[src/rtl/mux_n_1_rr_if.sv]
// Handshake bundle for mux_n_1_rr: N input channels in, one registered channel out.
interface mux_n_1_rr_if #(
    parameter int N    = 4,
    parameter int W    = 8,
    parameter int SELW = 2
);
    logic [N*W-1:0]  in_data;
    logic [N-1:0]    in_valid;
    logic [N-1:0]    in_ready;
    logic            mode;
    logic [SELW-1:0] sel;
    logic [W-1:0]    out_data;
    logic            out_valid;
    logic            out_ready;
    logic [SELW-1:0] out_ch;

    // Producer/consumer side (drives inputs, observes outputs)
    modport master (
        output in_data, in_valid, mode, sel, out_ready,
        input  in_ready, out_data, out_valid, out_ch
    );

    // Mux side
    modport slave (
        input  in_data, in_valid, mode, sel, out_ready,
        output in_ready, out_data, out_valid, out_ch
    );
endinterface

[src/rtl/mux_n_1_rr.sv]
// N-channel, W-bit registered multiplexer with valid/ready on every channel.
// mode=0: external sel chooses the channel; mode=1: round-robin scan from ptr.
module mux_n_1_rr #(
    parameter int N    = 4,
    parameter int W    = 8,
    parameter int SELW = 2
) (
    input logic         clk,
    input logic         rst,
    mux_n_1_rr_if.slave bus
);

    logic [W-1:0]    data_q;
    logic [SELW-1:0] ch_q;
    logic            valid_q;
    logic [SELW-1:0] ptr;

    logic            load;
    logic            grant_vld;
    logic [SELW-1:0] grant;
    logic [W-1:0]    grant_data;
    logic [N-1:0]    ready;

    // Output register can take a word when empty or drained this cycle
    assign load = !valid_q || bus.out_ready;

    // Grant selection; sel values >= N match no channel and so never grant
    always_comb begin
        int unsigned idx;
        grant     = '0;
        grant_vld = 1'b0;
        idx       = 0;
        if (!bus.mode) begin
            for (int unsigned i = 0; i < N; i++) begin
                if (bus.sel == SELW'(i) && bus.in_valid[i]) begin
                    grant     = SELW'(i);
                    grant_vld = 1'b1;
                end
            end
        end else begin
            // Scan ptr, ptr+1, ... wrapping; first valid channel wins
            for (int unsigned k = 0; k < N; k++) begin
                idx = k + 32'(ptr);
                if (idx >= N) idx = idx - N;
                for (int unsigned i = 0; i < N; i++) begin
                    if (!grant_vld && idx == i && bus.in_valid[i]) begin
                        grant     = SELW'(i);
                        grant_vld = 1'b1;
                    end
                end
            end
        end
    end

    // Data of the granted channel and one-hot ready
    always_comb begin
        grant_data = '0;
        ready      = '0;
        for (int unsigned i = 0; i < N; i++) begin
            if (grant == SELW'(i)) begin
                grant_data = bus.in_data[i*W +: W];
                ready[i]   = !rst && load && grant_vld;
            end
        end
    end

    // Output register and round-robin pointer
    always_ff @(posedge clk) begin
        if (rst) begin
            valid_q <= 1'b0;
            data_q  <= '0;
            ch_q    <= '0;
            ptr     <= '0;
        end else if (load) begin
            if (grant_vld) begin
                valid_q <= 1'b1;
                data_q  <= grant_data;
                ch_q    <= grant;
                if (bus.mode)
                    ptr <= (grant == SELW'(N - 1)) ? '0 : grant + SELW'(1);
            end else begin
                valid_q <= 1'b0;
            end
        end
    end

    assign bus.in_ready  = ready;
    assign bus.out_data  = data_q;
    assign bus.out_valid = valid_q;
    assign bus.out_ch    = ch_q;

endmodule

[src/flat_wrapper.sv]
// flat-port wrapper written by rule: the top's interface ports become plain ports
module mux_n_1_rr_flat 
#(
    parameter int N    = 4,
    parameter int W    = 8,
    parameter int SELW = 2
)
  (clk, rst, bus_in_data, bus_in_valid, bus_mode, bus_sel, bus_out_ready, bus_in_ready, bus_out_data, bus_out_valid, bus_out_ch);
  mux_n_1_rr_if #(.N(N), .W(W), .SELW(SELW)) bus_i ();
  input logic clk;
  input logic rst;
  input wire logic [$bits(bus_i.in_data)-1:0] bus_in_data;
  input wire logic [$bits(bus_i.in_valid)-1:0] bus_in_valid;
  input wire logic [$bits(bus_i.mode)-1:0] bus_mode;
  input wire logic [$bits(bus_i.sel)-1:0] bus_sel;
  input wire logic [$bits(bus_i.out_ready)-1:0] bus_out_ready;
  output wire logic [$bits(bus_i.in_ready)-1:0] bus_in_ready;
  output wire logic [$bits(bus_i.out_data)-1:0] bus_out_data;
  output wire logic [$bits(bus_i.out_valid)-1:0] bus_out_valid;
  output wire logic [$bits(bus_i.out_ch)-1:0] bus_out_ch;
  assign bus_i.in_data = bus_in_data;
  assign bus_i.in_valid = bus_in_valid;
  assign bus_i.mode = bus_mode;
  assign bus_i.sel = bus_sel;
  assign bus_i.out_ready = bus_out_ready;
  assign bus_in_ready = bus_i.in_ready;
  assign bus_out_data = bus_i.out_data;
  assign bus_out_valid = bus_i.out_valid;
  assign bus_out_ch = bus_i.out_ch;
  mux_n_1_rr #(.N(N), .W(W), .SELW(SELW)) u_core (.clk(clk), .rst(rst), .bus(bus_i));
endmodule
[config.mk]
export PLATFORM = sky130hd
export DESIGN_NAME = mux_n_1_rr_flat
export DESIGN_NICKNAME = d
export VERILOG_FILES = /design/src/rtl/mux_n_1_rr_if.sv /design/src/rtl/mux_n_1_rr.sv /design/src/flat_wrapper.sv
export SDC_FILE = /design/constraint.sdc
export NUM_CORES = 1
export LEC_CHECK = 0
export ABC_CLOCK_PERIOD_IN_PS = 2600
export CAP_MARGIN = 15
export CORE_ASPECT_RATIO = 0.8
export CORE_MARGIN = 2
export CORE_UTILIZATION = 36
export CTS_CLUSTER_DIAMETER = 200
export DETAILED_ROUTE_END_ITERATION = 12
export HOLD_SLACK_MARGIN = 0.1
export PLACE_DENSITY = 0.86
export SLEW_MARGIN = 40
export SYNTH_ARGS = -nofsm -noshare
export SYNTH_HDL_FRONTEND = slang
export SYNTH_SLANG_ARGS = --single-unit
[constraint.sdc]
create_clock -name clk -period 2.6 [get_ports clk]
set_clock_uncertainty 0.1 [all_clocks]
set_input_delay 0.39 -clock clk [delete_from_list [all_inputs] [get_ports clk]]
set_output_delay 0.39 -clock clk [all_outputs]
set_load 0.02 [all_outputs]
==> results of run 1 <==
## power groups by stage
stage	clock network (uW)	registers [uW]	logic [uW]
4_1_cts	185	238	434
3_5_place_dp	0	242	413
5_1_grt	192	241	519
3_3_place_gp	0	241	405
6_report	184	240	493
2_1_floorplan	0	268	202
## state kept, by name, indices dropped and copies added (netlist names)
name                  count
u_core.ptr                2
u_core.bus.out_ch         2
u_core.bus.out_valid      1
u_core.bus.out_data       8
## how the worst max path moves through the flow
stage                     cells after the start              end  slack, ns       startpoint
final                                         7  bus_in_ready[2]      -0.04    u_core.ptr[0]
after global routing                          7  bus_in_ready[0]      -0.08    u_core.ptr[0]
after CTS                                     7  bus_in_ready[0]      -0.03    u_core.ptr[0]
after detailed placement                      8  bus_in_ready[2]      -0.83  bus_in_valid[1]
after global placement                        8  bus_in_ready[2]      -0.76  bus_in_valid[1]
after floorplan                               8  bus_in_ready[3]      -0.06  bus_in_valid[1]
## per-stage QoR
stage	setup TNS, ns	instance area (um^2)	hold WS [ns]	util [%]	total power (uW)
floorplan	-0.0881	1200	0.400	-	470
finish	-0.0725	2180	0.461	71.1	917
global route	-0.281	2180	0.486	71.1	953
detailed placement	-8.15	1920	0.453	62.7	655
global placement	-7.29	1920	0.444	62.7	646
CTS	-0.0668	2050	0.460	67.1	857
## layout make-up
class / count / area, um^2 / share of cell area (%)
multi-input cells: 111 / 985 / 45.2
repair buffers: 86 / 801 / 36.8
flip-flops and latches: 13 / 264 / 12.1
well taps: 40 / 50.0 / 2.30
clock buffers: 4 / 45.0 / 2.07
inverters: 9 / 33.8 / 1.55
## timing repair
item	4_1_cts	5_1_grt
endpoints found under the setup margin	12	12
buffers inserted	3	2
gates cloned	0	0
resized for setup	48	35
pin swaps	8	12
## kinds of logic after synthesis
group / after synthesis / share of synthesized area, %
buf+inv: 22 / 9.59
flops: 13 / 22.7
mux: 4 / 4.90
compound gates: 64 / 40.3
simple gates: 39 / 18.2
fa+ha+maj: 4 / 4.36
## routing by layer
layer | wire length (um) | up-vias | part of all wire, % | global-route usage [%]
met5 | 0 | - | 0 | 0
met4 | 141 | 0 | 3.2 | 9.86
met3 | 302 | 18 | 6.8 | 3.91
met2 | 2190 | 80 | 50 | 38.9
met1 | 1780 | 708 | 40 | 26.5
li1 | - | 698 | - | -
## synthesized netlist by cell type
cell        n  area share (%)
a32o_1      1            0.87
nor2b_1     5             2.7
a22oi_1     8             5.2
inv_1       9             2.9
or2_2       2             1.1
or3b_1      1            0.76
nand3_1     3             1.3
or2_1       1            0.55
nor2_1      6             2.0
nand2b_1    3             1.6
mux4_2      1             2.0
a22o_1      1            0.76
a31o_2      1            0.76
o41ai_1     2             1.5
buf_1       1            0.33
a21oi_1    29              13
nand2_1    11             3.6
dfxtp_1    13              23
nor3b_1     4             2.6
a31oi_2     1             1.1
buf_4       1            0.65
buf_12      1             1.7
ha_1        4             4.4
o21ai_0    11             4.8
a311oi_2    8              10
clkbuf_1    9             2.9
and4bb_1    1             1.1
nor3_1      2            0.87
o2111ai_1   1            0.76
mux2_2      3             2.9
o41ai_2     1             1.4
buf_6       1            0.98
## critical path, delay by kind of cell, from the launching register on
family	cells	cell delay, ns
AOI/OAI and AO/OA	1	0.16
adders and majority gates	1	0.18
buffers and inverters	1	0.15
DFF	1	0.37
and+or+nand+nor	4	1.03
==> qor.yml, run 1 <==
place:
  gp_congestion: 0.799
  numPortBuffers: 56
  pre_cts_slack_ns: -0.835
  dp_cells: 254
  dpl.hpwl_um: 2690
grt:
  grt_pass1_vias: 1350
  grt_usage_pct: 22.1
  grt_overflow: 0
  grt_antenna_before_repair: 0
  grt_max_degree: 19
  grt_pass1_wl_um: 5970
logic_synthesis:
  synth_area_um2: 1150
  syn-num-nets: 192
  syn_area_per_cell_um2: 7.87
  yosysUniqueCellTypes: 32
  ys_seq_area_share_pct: 22.7
  ys_warn_count: 0
  ys_ff_latch: 13
  syn-instance-count: 146
critical_path:
  crit_slowest_cell: "or3b_4"
  worstPathArrival_ns: 2.15
  critPathCaptureType: "output pin"
  crit_type: "register to output pin"
  r2r_setup_slack_ns: 0.05
  rr_worst_depth: 10
  crit_fanout: 5
  crit_path_max_incr_delay_ns: 0.39
  r2r-end: "u_core.bus.out_data[1]"
  regToRegStartpoint: "u_core.ptr[0]"
  critPathRequiredTime_ns: 2.11
  startpoint_type: "register"
  cp_cell_sequence: "or3b_4 > a21oi_4 > and4bb_4 > or2_4 > ha_4 > nor3b_4 > buf_6"
worst_hold_path:
  hp-start: "u_core.bus.out_data[4]"
  min_delay_worst_endpoint: "u_core.bus.out_data[4]"
  hold_class: "register to register"
  worst_hold_path.num_cells: 2
run_status:
  status: "finished with violations"
  violations: "setup timing"
drt:
  ant_nets: 0
  wl_per_cell_um: 16.8
  vias: 1504
  drt-total-wl_um: 4410
  detail_route.vias_per_cell: 5.72
  drc: 0
  first_pass_iters: 4
  drt_iter0_markers: 83
floorplan:
  core-area_um2: 3060
  rows: 18
  dieArea_um2: 3660
  ios: 57
  initial_core_util_pct: 37.5
  die_h_um: 54.5
  dieWidth_um: 67.2
timing:
  hold_violations: 0
  worst_pin_slew_ns: 0.473
  slew_violations: 0
  fmax_ghz: 0.379
  setup_ws_ns: -0.0387
  period_share_pct: 101
  final-setup-viol-count: 2
  maxSlewHeadroom_pct: 68.4
  rsz0062_at_grt: "true"
  period_needed_ns: 2.64
cts:
  hold_buffers: 0
  ctsRootBufferMaster: "clkbuf_8"
  cts_buffer_depth: 2
  clock_latency_ns: 0.25
  path_clk_slew_ns: 0.06
  htreeDepth: 1
  cts_tree: "done"
  cts.sink_count: 13
  cts_buffers: 3
power_and_ir_drop:
  p_per_area_nw_per_um2: 421
  intPower_uw: 583
  clockPowerShare_pct: 20.1
  power_leakage_uw: 0.000856
  p_sw_uw: 334
  combPwrFrac_pct: 53.8
  seqPwrFrac_pct: 26.1
  switching_share_pct: 36.4
  vdd_ir_drop_max_v: 0.000184
cells_and_area:
  fin_cells: 263
  nNetsFinal: 270
  n_fill_cell: 233
  most-common-layout-cells: "45 x clkdlybuf4s50_1, 28 x buf_4, 25 x a21oi_1, 12 x dfxtp_1, 10 x nand2_1"
  area_delta_synth_final_pct: 89.7
  antenna_cells: 0
  drive_gt1_share_pct: 38.6
  final_common_cell: "clkdlybuf4s50_1"
run:
  max_cap_viol_count: 0
Power figures use the tool's default switching activity.
==> inputs of run 2 (changes only) <==
--- a/config.mk
+++ b/config.mk
@@ -10,7 +10,7 @@
 export CORE_ASPECT_RATIO = 0.8
 export CORE_MARGIN = 2
 export CORE_UTILIZATION = 36
-export CTS_CLUSTER_DIAMETER = 200
+export CTS_CLUSTER_DIAMETER = 150
 export DETAILED_ROUTE_END_ITERATION = 12
 export HOLD_SLACK_MARGIN = 0.1
 export PLACE_DENSITY = 0.86
==> results of run 2 <==
Final layout, timing and power as in run 1 (identical DEF).
